<file path="src/rtl/multiword_adder_seq_if.sv">
// Handshake bundle for the multi-word add/subtract stage.
// The master side supplies operands and takes results. The slave side is the stage itself.
interface multiword_adder_seq_if #(
    parameter int WORDS = 3
);
    logic                  in_valid;
    logic                  in_ready;
    logic [16*WORDS-1:0]   in_a;
    logic [16*WORDS-1:0]   in_b;
    logic                  in_sub;
    logic                  out_valid;
    logic                  out_ready;
    logic [16*WORDS-1:0]   out_sum;
    logic                  out_cout;
    logic                  out_ovf;
    logic                  busy;

    modport master (
        output in_valid, in_a, in_b, in_sub, out_ready,
        input  in_ready, out_valid, out_sum, out_cout, out_ovf, busy
    );

    modport slave (
        input  in_valid, in_a, in_b, in_sub, out_ready,
        output in_ready, out_valid, out_sum, out_cout, out_ovf, busy
    );
endinterface

</file>
<file path="src/rtl/multiword_adder_seq.sv">
// Sequential multi-precision adder/subtractor.
// One 16-bit slice is added per cycle, LSB slice first, through a two-level 16-bit CLA.
module cla16_adder (
    input  logic [15:0] a_i,
    input  logic [15:0] b_i,
    input  logic        c_i,
    output logic [15:0] sum_o,
    output logic [1:0]  carry_msb_o
);
    function automatic logic [3:0] cla4(input logic [3:0] g, input logic [3:0] p, input logic ci);
        logic [3:0] c;
        c[0] = g[0] | (p[0] & ci);
        c[1] = g[1] | (p[1] & g[0]) | (&p[1:0] & ci);
        c[2] = g[2] | (p[2] & g[1]) | (&p[2:1] & g[0]) | (&p[2:0] & ci);
        c[3] = g[3] | (p[3] & g[2]) | (&p[3:2] & g[1]) | (&p[3:1] & g[0]) | (&p[3:0] & ci);
        return c;
    endfunction

    logic [15:0]      g, p, c;
    logic [3:0][3:0]  grp_c;
    logic [3:0]       gg, pg, blk_c, blk_ci;

    assign g = a_i & b_i;
    assign p = a_i ^ b_i;

    // Group generate/propagate feed the second-level lookahead for block carry-ins
    for (genvar j = 0; j < 4; j++) begin : g_grp
        assign grp_c[j] = cla4(g[4*j +: 4], p[4*j +: 4], 1'b0);
        assign gg[j]    = grp_c[j][3];
        assign pg[j]    = &p[4*j +: 4];
    end

    assign blk_c  = cla4(gg, pg, c_i);
    assign blk_ci = {blk_c[2:0], c_i};

    for (genvar j = 0; j < 4; j++) begin : g_blk
        assign c[4*j +: 4] = cla4(g[4*j +: 4], p[4*j +: 4], blk_ci[j]);
    end

    assign sum_o       = p ^ {c[14:0], c_i};
    assign carry_msb_o = c[15:14];
endmodule

module multiword_adder_seq #(
    parameter int WORDS = 3
) (
    input  logic                  clk,
    input  logic                  rst,
    multiword_adder_seq_if.slave  bus
);
    localparam int IDXW = (WORDS > 1) ? $clog2(WORDS) : 1;

    typedef enum logic [1:0] {IDLE, RUN, DONE} state_t;

    state_t                  state_q;
    logic [WORDS-1:0][15:0]  a_q, b_q, sum_q;
    logic [IDXW-1:0]         idx_q;
    logic                    carry_q;
    logic                    cout_q, ovf_q;
    logic                    valid_q, ready_q, busy_q;

    logic [15:0]             add_sum_d;
    logic [1:0]              add_c_d;

    cla16_adder u_cla (
        .a_i         (a_q[idx_q]),
        .b_i         (b_q[idx_q]),
        .c_i         (carry_q),
        .sum_o       (add_sum_d),
        .carry_msb_o (add_c_d)
    );

    always_ff @(posedge clk) begin
        if (rst) begin
            state_q <= IDLE;
            a_q     <= '0;
            b_q     <= '0;
            sum_q   <= '0;
            idx_q   <= '0;
            carry_q <= 1'b0;
            cout_q  <= 1'b0;
            ovf_q   <= 1'b0;
            valid_q <= 1'b0;
            ready_q <= 1'b1;
            busy_q  <= 1'b0;
        end else begin
            case (state_q)
                IDLE: begin
                    if (bus.in_valid) begin
                        // Subtract is folded into A + ~B + 1 with the +1 as initial carry
                        a_q     <= bus.in_a;
                        b_q     <= bus.in_sub ? ~bus.in_b : bus.in_b;
                        carry_q <= bus.in_sub;
                        idx_q   <= '0;
                        ready_q <= 1'b0;
                        busy_q  <= 1'b1;
                        state_q <= RUN;
                    end
                end
                RUN: begin
                    sum_q[idx_q] <= add_sum_d;
                    carry_q      <= add_c_d[1];
                    if (idx_q == IDXW'(WORDS - 1)) begin
                        cout_q  <= add_c_d[1];
                        ovf_q   <= add_c_d[1] ^ add_c_d[0];
                        valid_q <= 1'b1;
                        state_q <= DONE;
                    end else begin
                        idx_q <= idx_q + IDXW'(1);
                    end
                end
                DONE: begin
                    if (bus.out_ready) begin
                        valid_q <= 1'b0;
                        ready_q <= 1'b1;
                        busy_q  <= 1'b0;
                        state_q <= IDLE;
                    end
                end
                default: state_q <= IDLE;
            endcase
        end
    end

    assign bus.in_ready  = ready_q;
    assign bus.out_valid = valid_q;
    assign bus.out_sum   = sum_q;
    assign bus.out_cout  = cout_q;
    assign bus.out_ovf   = ovf_q;
    assign bus.busy      = busy_q;
endmodule

</file>
<file path="src/flat_wrapper.sv">
// flat-port wrapper written by rule: the top's interface ports become plain ports
module multiword_adder_seq_flat 
#(
    parameter int WORDS = 3
)
  (clk, rst, bus_in_valid, bus_in_a, bus_in_b, bus_in_sub, bus_out_ready, bus_in_ready, bus_out_valid, bus_out_sum, bus_out_cout, bus_out_ovf, bus_busy);
  multiword_adder_seq_if #(.WORDS(WORDS)) bus_i ();
  input  logic clk;
  input  logic rst;
  input wire logic [$bits(bus_i.in_valid)-1:0] bus_in_valid;
  input wire logic [$bits(bus_i.in_a)-1:0] bus_in_a;
  input wire logic [$bits(bus_i.in_b)-1:0] bus_in_b;
  input wire logic [$bits(bus_i.in_sub)-1:0] bus_in_sub;
  input wire logic [$bits(bus_i.out_ready)-1:0] bus_out_ready;
  output wire logic [$bits(bus_i.in_ready)-1:0] bus_in_ready;
  output wire logic [$bits(bus_i.out_valid)-1:0] bus_out_valid;
  output wire logic [$bits(bus_i.out_sum)-1:0] bus_out_sum;
  output wire logic [$bits(bus_i.out_cout)-1:0] bus_out_cout;
  output wire logic [$bits(bus_i.out_ovf)-1:0] bus_out_ovf;
  output wire logic [$bits(bus_i.busy)-1:0] bus_busy;
  assign bus_i.in_valid = bus_in_valid;
  assign bus_i.in_a = bus_in_a;
  assign bus_i.in_b = bus_in_b;
  assign bus_i.in_sub = bus_in_sub;
  assign bus_i.out_ready = bus_out_ready;
  assign bus_in_ready = bus_i.in_ready;
  assign bus_out_valid = bus_i.out_valid;
  assign bus_out_sum = bus_i.out_sum;
  assign bus_out_cout = bus_i.out_cout;
  assign bus_out_ovf = bus_i.out_ovf;
  assign bus_busy = bus_i.busy;
  multiword_adder_seq #(.WORDS(WORDS)) u_core (.clk(clk), .rst(rst), .bus(bus_i));
endmodule
</file>
<file path="config.mk">
export PLATFORM = sky130hd
export DESIGN_NAME = multiword_adder_seq_flat
export DESIGN_NICKNAME = d
export VERILOG_FILES = /design/src/rtl/multiword_adder_seq_if.sv /design/src/rtl/multiword_adder_seq.sv /design/src/flat_wrapper.sv
export SDC_FILE = /design/constraint.sdc
export NUM_CORES = 1
export LEC_CHECK = 0
export CELL_PAD_IN_SITES_DETAIL_PLACEMENT = 0
export CELL_PAD_IN_SITES_GLOBAL_PLACEMENT = 1
export CORE_ASPECT_RATIO = 1.25
export CORE_MARGIN = 2
export CORE_UTILIZATION = 35
export CTS_CLUSTER_SIZE = 24
export DETAILED_ROUTE_END_ITERATION = 16
export GPL_TIMING_DRIVEN = 0
export HOLD_SLACK_MARGIN = 0.05
export PLACE_DENSITY = 0.86
export REMOVE_ABC_BUFFERS = 1
export SLEW_MARGIN = 10
export SYNTH_ARGS = -nofsm -noshare
export SYNTH_HDL_FRONTEND = slang
export SYNTH_SLANG_ARGS = --single-unit
</file>
<file path="constraint.sdc">
create_clock -name clk -period 4.4 [get_ports clk]
set_input_delay 1.1 -clock clk [delete_from_list [all_inputs] [get_ports clk]]
set_output_delay 1.1 -clock clk [all_outputs]
set_load 0.03 [all_outputs]
</file>
Yosys cells after proc, flatten, opt, wreduce, memory -nomap -nowiden:

Index checks and enable logic that the tools add are counted.

* flip-flop bits (word level): 154
* output and inout bits: 53
* word-level logic and storage cells: 186

* add/subtract/negate cells: 1
* $lt $le $gt $ge: 2
* eq/ne operators: 7
* mux-type cells: 25
* bitwise gates (word level): 95
* reductions and logical operators: 39

Operator list (count)
* $bmux 16 s2: 2
* $bwmux 48: 1
* $mux 16: 3
* $mux 48: 1
* $not 48->48: 1
* $and 1x1->1: 45
* $or 1x1->1: 45
* $reduce_and 3->1: 12
* $demux 16 s2: 1
* $xor 16x16->16: 2
* $reduce_and 2->1: 15
* $and 16x16->16: 1
* $reduce_and 4->1: 4
* $reduce_and 8->1: 2
* $reduce_and 12->1: 1
* $mux 2: 5
* $pmux 1 s2: 4
* $mux 1: 6
* $ne 2x2->1 const B: 3
* $pmux 2 s3: 1
* $reduce_bool 2->1: 3
* $eq 2x2->1 const B: 2
* $pmux 2 s2: 1
* $lt 2x3->1 const B: 1
* other kinds (7): 7

Logic depth before layout (Yosys ltp):

* word-level depth: 15
* mapped depth: 12
* depth with buffers taken out: 10

By module:

A second synthesis with hierarchy kept.

* cells, all modules: 877
* area total of the unflattened synthesis: 7155.6 µm²

Modules (own cells, without submodules)
* multiword_adder_seq: instances 1, cells an instance 803, area an instance 6531.3 µm², sequential area each 3083.0 µm²
* cla16_adder: instances 1, cells an instance 74, area an instance 624.3 µm², sequential area each 0.0 µm²

Worst setup path after synthesis:

OpenSTA, ideal clock, no wires.

* kind: register to register
* start: register u_core.idx_q[1]
* end: register u_core.sum_q, in the netlist u_core.bus.out_sum[14]
* setup time: 123 ps
* data arrival time: 3395 ps
* slack: 882 ps
* cell stages (with the launch flop): 12
* path through: dfxtp_1 -> clkbuf_1 -> clkbuf_1 -> clkbuf_1 -> o22ai_1 -> ha_1 -> a21oi_1 -> o21ai_2 -> a221oi_2 -> a311oi_4 -> nor4b_1 -> a311o_2

* word-level cells in the longest chain between the ends: 15
* elaborated cells between the ends (all ways): 51

Ends and longest elaborated chain
* start, declared: RTL line multiword_adder_seq.sv:57 `logic [IDXW-1:0] idx_q;`
* start signal, assigned: RTL line multiword_adder_seq.sv:109 `idx_q <= idx_q + IDXW'(1);`
* $bmux 16 s2 (on tied branches): RTL line multiword_adder_seq.sv:66, multiword_adder_seq.sv:67
* $mux 16 (on tied branches): RTL line multiword_adder_seq.sv:66, multiword_adder_seq.sv:67
* $xor 16x16->16 / $and 16x16->16 (equally long branches): RTL line multiword_adder_seq.sv:24, multiword_adder_seq.sv:23
* $and 1x1->1 / $reduce_and 2->1 (equally long branches): RTL line multiword_adder_seq.sv:15 `c[3] = g[3] | (p[3] & g[2]) | (&p[3:2] & g[1]) | (&p[3:1] & g[0]) | (&p[3:0] & ci);`
* $or 1x1->1 / $and 1x1->1 (equally long branches): RTL line multiword_adder_seq.sv:15
* $or 1x1->1 (2 in a row): RTL line multiword_adder_seq.sv:15
* $and 1x1->1: RTL line multiword_adder_seq.sv:14 `c[2] = g[2] | (p[2] & g[1]) | (&p[2:1] & g[0]) | (&p[2:0] & ci);`
* $or 1x1->1 (3 in a row): RTL line multiword_adder_seq.sv:14
* $and 1x1->1: RTL line multiword_adder_seq.sv:13 `c[1] = g[1] | (p[1] & g[0]) | (&p[1:0] & ci);`
* $or 1x1->1: RTL line multiword_adder_seq.sv:13
* $xor 16x16->16: RTL line multiword_adder_seq.sv:40 `assign sum_o = p ^ {c[14:0], c_i};`
* $bwmux 48 (*): RTL line multiword_adder_seq.sv:101 `sum_q[idx_q] <= add_sum_d;`
* end signal, assigned by index: RTL line multiword_adder_seq.sv:101
* end, declared: RTL line multiword_adder_seq.sv:56 `logic [WORDS-1:0][15:0] a_q, b_q, sum_q;`

Mark *: on every way between the ends. The rest lies on a longest branch, timed or not. The select of a mux whose other input is x is not followed.
A chain may end at the register's enable or synchronous reset.

Worst setup path in the final report:

* start: register u_core.idx_q[1]
* end: register u_core.sum_q, in the netlist u_core.bus.out_sum[31]

* word-level cells in the longest chain between the ends: 15
* elaborated cells between the ends (all ways): 54

Ends and longest elaborated chain (RTL line)
* $bmux 16 s2 (on tied branches): multiword_adder_seq.sv:66, multiword_adder_seq.sv:67
* $mux 16 (on tied branches): multiword_adder_seq.sv:66, multiword_adder_seq.sv:67
* $xor 16x16->16 / $and 16x16->16 (equally long branches): multiword_adder_seq.sv:24, multiword_adder_seq.sv:23
* $and 1x1->1 / $reduce_and 2->1 (equally long branches): multiword_adder_seq.sv:15
* $or 1x1->1 / $and 1x1->1 (equally long branches): multiword_adder_seq.sv:15
* $or 1x1->1 (2 in a row): multiword_adder_seq.sv:15
* $and 1x1->1: multiword_adder_seq.sv:14
* $or 1x1->1 (3 in a row): multiword_adder_seq.sv:14
* $and 1x1->1: multiword_adder_seq.sv:14
* $or 1x1->1: multiword_adder_seq.sv:14
* $xor 16x16->16: multiword_adder_seq.sv:40
* $bwmux 48 (*): multiword_adder_seq.sv:101

Marks and branches as above.

==> run metrics <==
result of the run finished clean; Worst Tran Pin Value 1040 ps; worst slew margin relative to its limit 30.9%; worst clock skew on the final layout 9.19 ps; number of flops mapped to enable cells by yosys 0; top-count cell post-synth nand2_1; Initial Utilization 35.7%; Root Buffer Master clkbuf_16; number of standard cells after synthesis 905; crit path capture type flop; width of the die 135 um; number of nets in the layout 1130; final-report hold violation count 0; boundary pin count 154; synthesis-stage register bit count 154; largest net degree at the start of global routing 93; setup violation total in the final timing report 0; post-detail-place hpwl 13.3 mm; proportion of netlist area held by the largest area contributor 41.3%; filler instances 2062; P per Cell Area 372 nW/um2; wire length reported by the detailed router 19.3 mm; cts-stage hold buffer count 0; Data arrival, critical path 3980 ps; CTS H-tree depth 4; VDD IR max 0.277 mV; maximum buffer depth of the clock tree 2; share of cells above drive strength 1 5.00%; Ys Warns 0; Std-Cell Rows 59; wire length of the first global-routing pass 31.1 mm; async set-or-reset flop fraction in the synthesized netlist 0%; Combinational Power Share 19.2%; Synth area leader dfxtp_1; sequential-to-total area share from yosys stat 41.3%; mapped cell area 7460 um2; classification of the worst-slack hold path flop to flop; crit path time final 3670 ps; final sum of negative setup slack 0 ps; vias after detailed routing 6461; setup repair after global routing missed its margin no; net switching power 0.00101 W; PortBufs 153; Num CTS Buffers 17; final RePlAce weighted congestion 0.755; vias in the first global route 5939; average wire length per cell after detail routing 15.0 um; area growth from synthesis to layout 31.1%; antenna viol nets, final 0; design internal power 0.00262 W; global-route congestion overflow total 0; CTS tree yes; clock insertion delay at the later pin of the skew report 430 ps; Max FO, Critical Path 39; share of the clock period used by the worst path after layout 83.4%; overall global routing resource usage 17.4%; power share of the clock group 38.5%; most numerous cell types in the synthesized netlist nand2_1, dfxtp_1, a21oi_1, nor2_1, clkbuf_1; TritonRoute pass-1 iters 4; Startpoint Class flop; Post-Synthesis Mean Instance Area 8.25 um2; Switching Share 27.8%; class of the most critical setup path flop to flop; count of max-cap constraint violations 0; commonest register cell after synthesis dfxtp_1; total of cells resized after clock tree synthesis 0; drt drc 0; antenna cells 0; Worst EP required 4710 ps; DIE AREA 22500 um2; cell types with the largest area share after synthesis dfxtp_1, nand2_1, xnor2_1; initial DRC count 254; die outline height 167 um; part of the power in registers 42.3%; overall power 0.00364 W; number of vias per cell 5.00; max-slew violation total from the final report 0; max frequency 273 MHz; setup bufs post-CTS 0; distinct cell type count of the synthesized netlist 57; minimum hold slack 452 ps; Core Area 20900 um2; CTS clk-pin slew, worst paths 60 ps; initial antenna violation count 0; number of sinks driven by the clock tree 154; leakage power figure 3.44 nW
state kept, by name, indices dropped and copies added, names as in the netlist:
signal	flops
u_core.a_q	48
u_core.b_q	48
u_core.bus.out_sum	48
u_core.idx_q	2
u_core.state_q	2
u_core.bus.busy	1
u_core.bus.in_ready	1
u_core.bus.out_cout	1
u_core.bus.out_ovf	1
u_core.bus.out_valid	1
u_core.carry_q	1
power by group through the flow:
stage	sequential [W]	clock, W	combinational, W
floorplan	0.00161	0	0.000378
global placement	0.00158	0	0.000700
detailed placement	0.00157	0	0.000707
CTS	0.00154	0.00143	0.000711
global route	0.00155	0.00149	0.000779
finish	0.00154	0.00140	0.000699
critical path: stages (launching register included):
cell	delay (ps)
dfxtp_4	640
buf_16	280
mux2i_1	250
o22ai_1	100
ha_1	430
a21oi_1	210
nand2_1	190
a221oi_2	580
a31oi_4	260
nor4b_1	220
a311o_1	350
placed cells by master (no fill, tap or decap), types with 5 or more instances in the layout:
cell	instances
o22ai_1	28
dfxtp_1	152
nor2_1	75
o31ai_1	9
a21oi_1	84
clkdlybuf4s50_1	151
nor3_1	14
nand2_1	171
nand3b_1	11
mux2i_1	33
xnor2_1	52
nand3_1	23
ha_1	19
nand2b_1	5
o21ai_0	10
nor4b_1	5
inv_1	9
a211oi_1	56
or4_1	6
clkbuf_16	17
nor3b_1	8
final timing paths:
check                                    start  depth (start not counted)  slack [ps]                                  end
setup / recovery  u_core.idx_q[1]$_SDFFE_PP0P_                         10         730  u_core.bus.out_sum[31]$_SDFFE_PP0P_
hold reg to reg    u_core.a_q[12]$_SDFFE_PP0P_                          2         450          u_core.a_q[12]$_SDFFE_PP0P_
hold / removal     u_core.a_q[12]$_SDFFE_PP0P_                          2         450          u_core.a_q[12]$_SDFFE_PP0P_
setup reg to reg  u_core.idx_q[1]$_SDFFE_PP0P_                         10         730  u_core.bus.out_sum[31]$_SDFFE_PP0P_
area by class of cell:
| cell class | count | area [um2] | area share [%] |
|---|---|---|---|
| tap | 274 | 343 | 3.50 |
| inverter | 9 | 33.8 | 0.345 |
| clock inverter | 7 | 67.6 | 0.690 |
| clock buffer | 23 | 488 | 4.99 |
| multi-input combinational | 666 | 4070 | 41.5 |
| timing repair buffer | 160 | 1700 | 17.4 |
| sequential | 154 | 3090 | 31.6 |
cell families after synthesis:
family,synth area share [%]
AOI/OAI and AO/OA,19.5
adders and majority gates,3.72
xor gates and xnor gates,6.34
muxes,4.43
and+or+nand+nor,20.4
buffers and inverters,4.32
DFF,41.3
stage by stage:
stage	instances	worst slack, ps	instance area (um2)	util, %
floorplan	829	-2230	7180	-
global route	1293	476	9790	46.8
detailed placement	1263	697	9230	44.2
finish	1293	731	9790	46.8
global placement	1256	-5160	9050	43.3
CTS	1293	680	9790	46.8
metal layers:
metal	track usage [%]	part of all wire (%)	vias to the layer above	wire (um)
met5	0	0	-	0
met4	6.54	2.5	0	485
met3	3.51	3.6	25	695
met2	29.6	50	122	9660
met1	21.7	44	2938	8500
li1	-	-	3376	-
(Power assumes the default switching activity.)
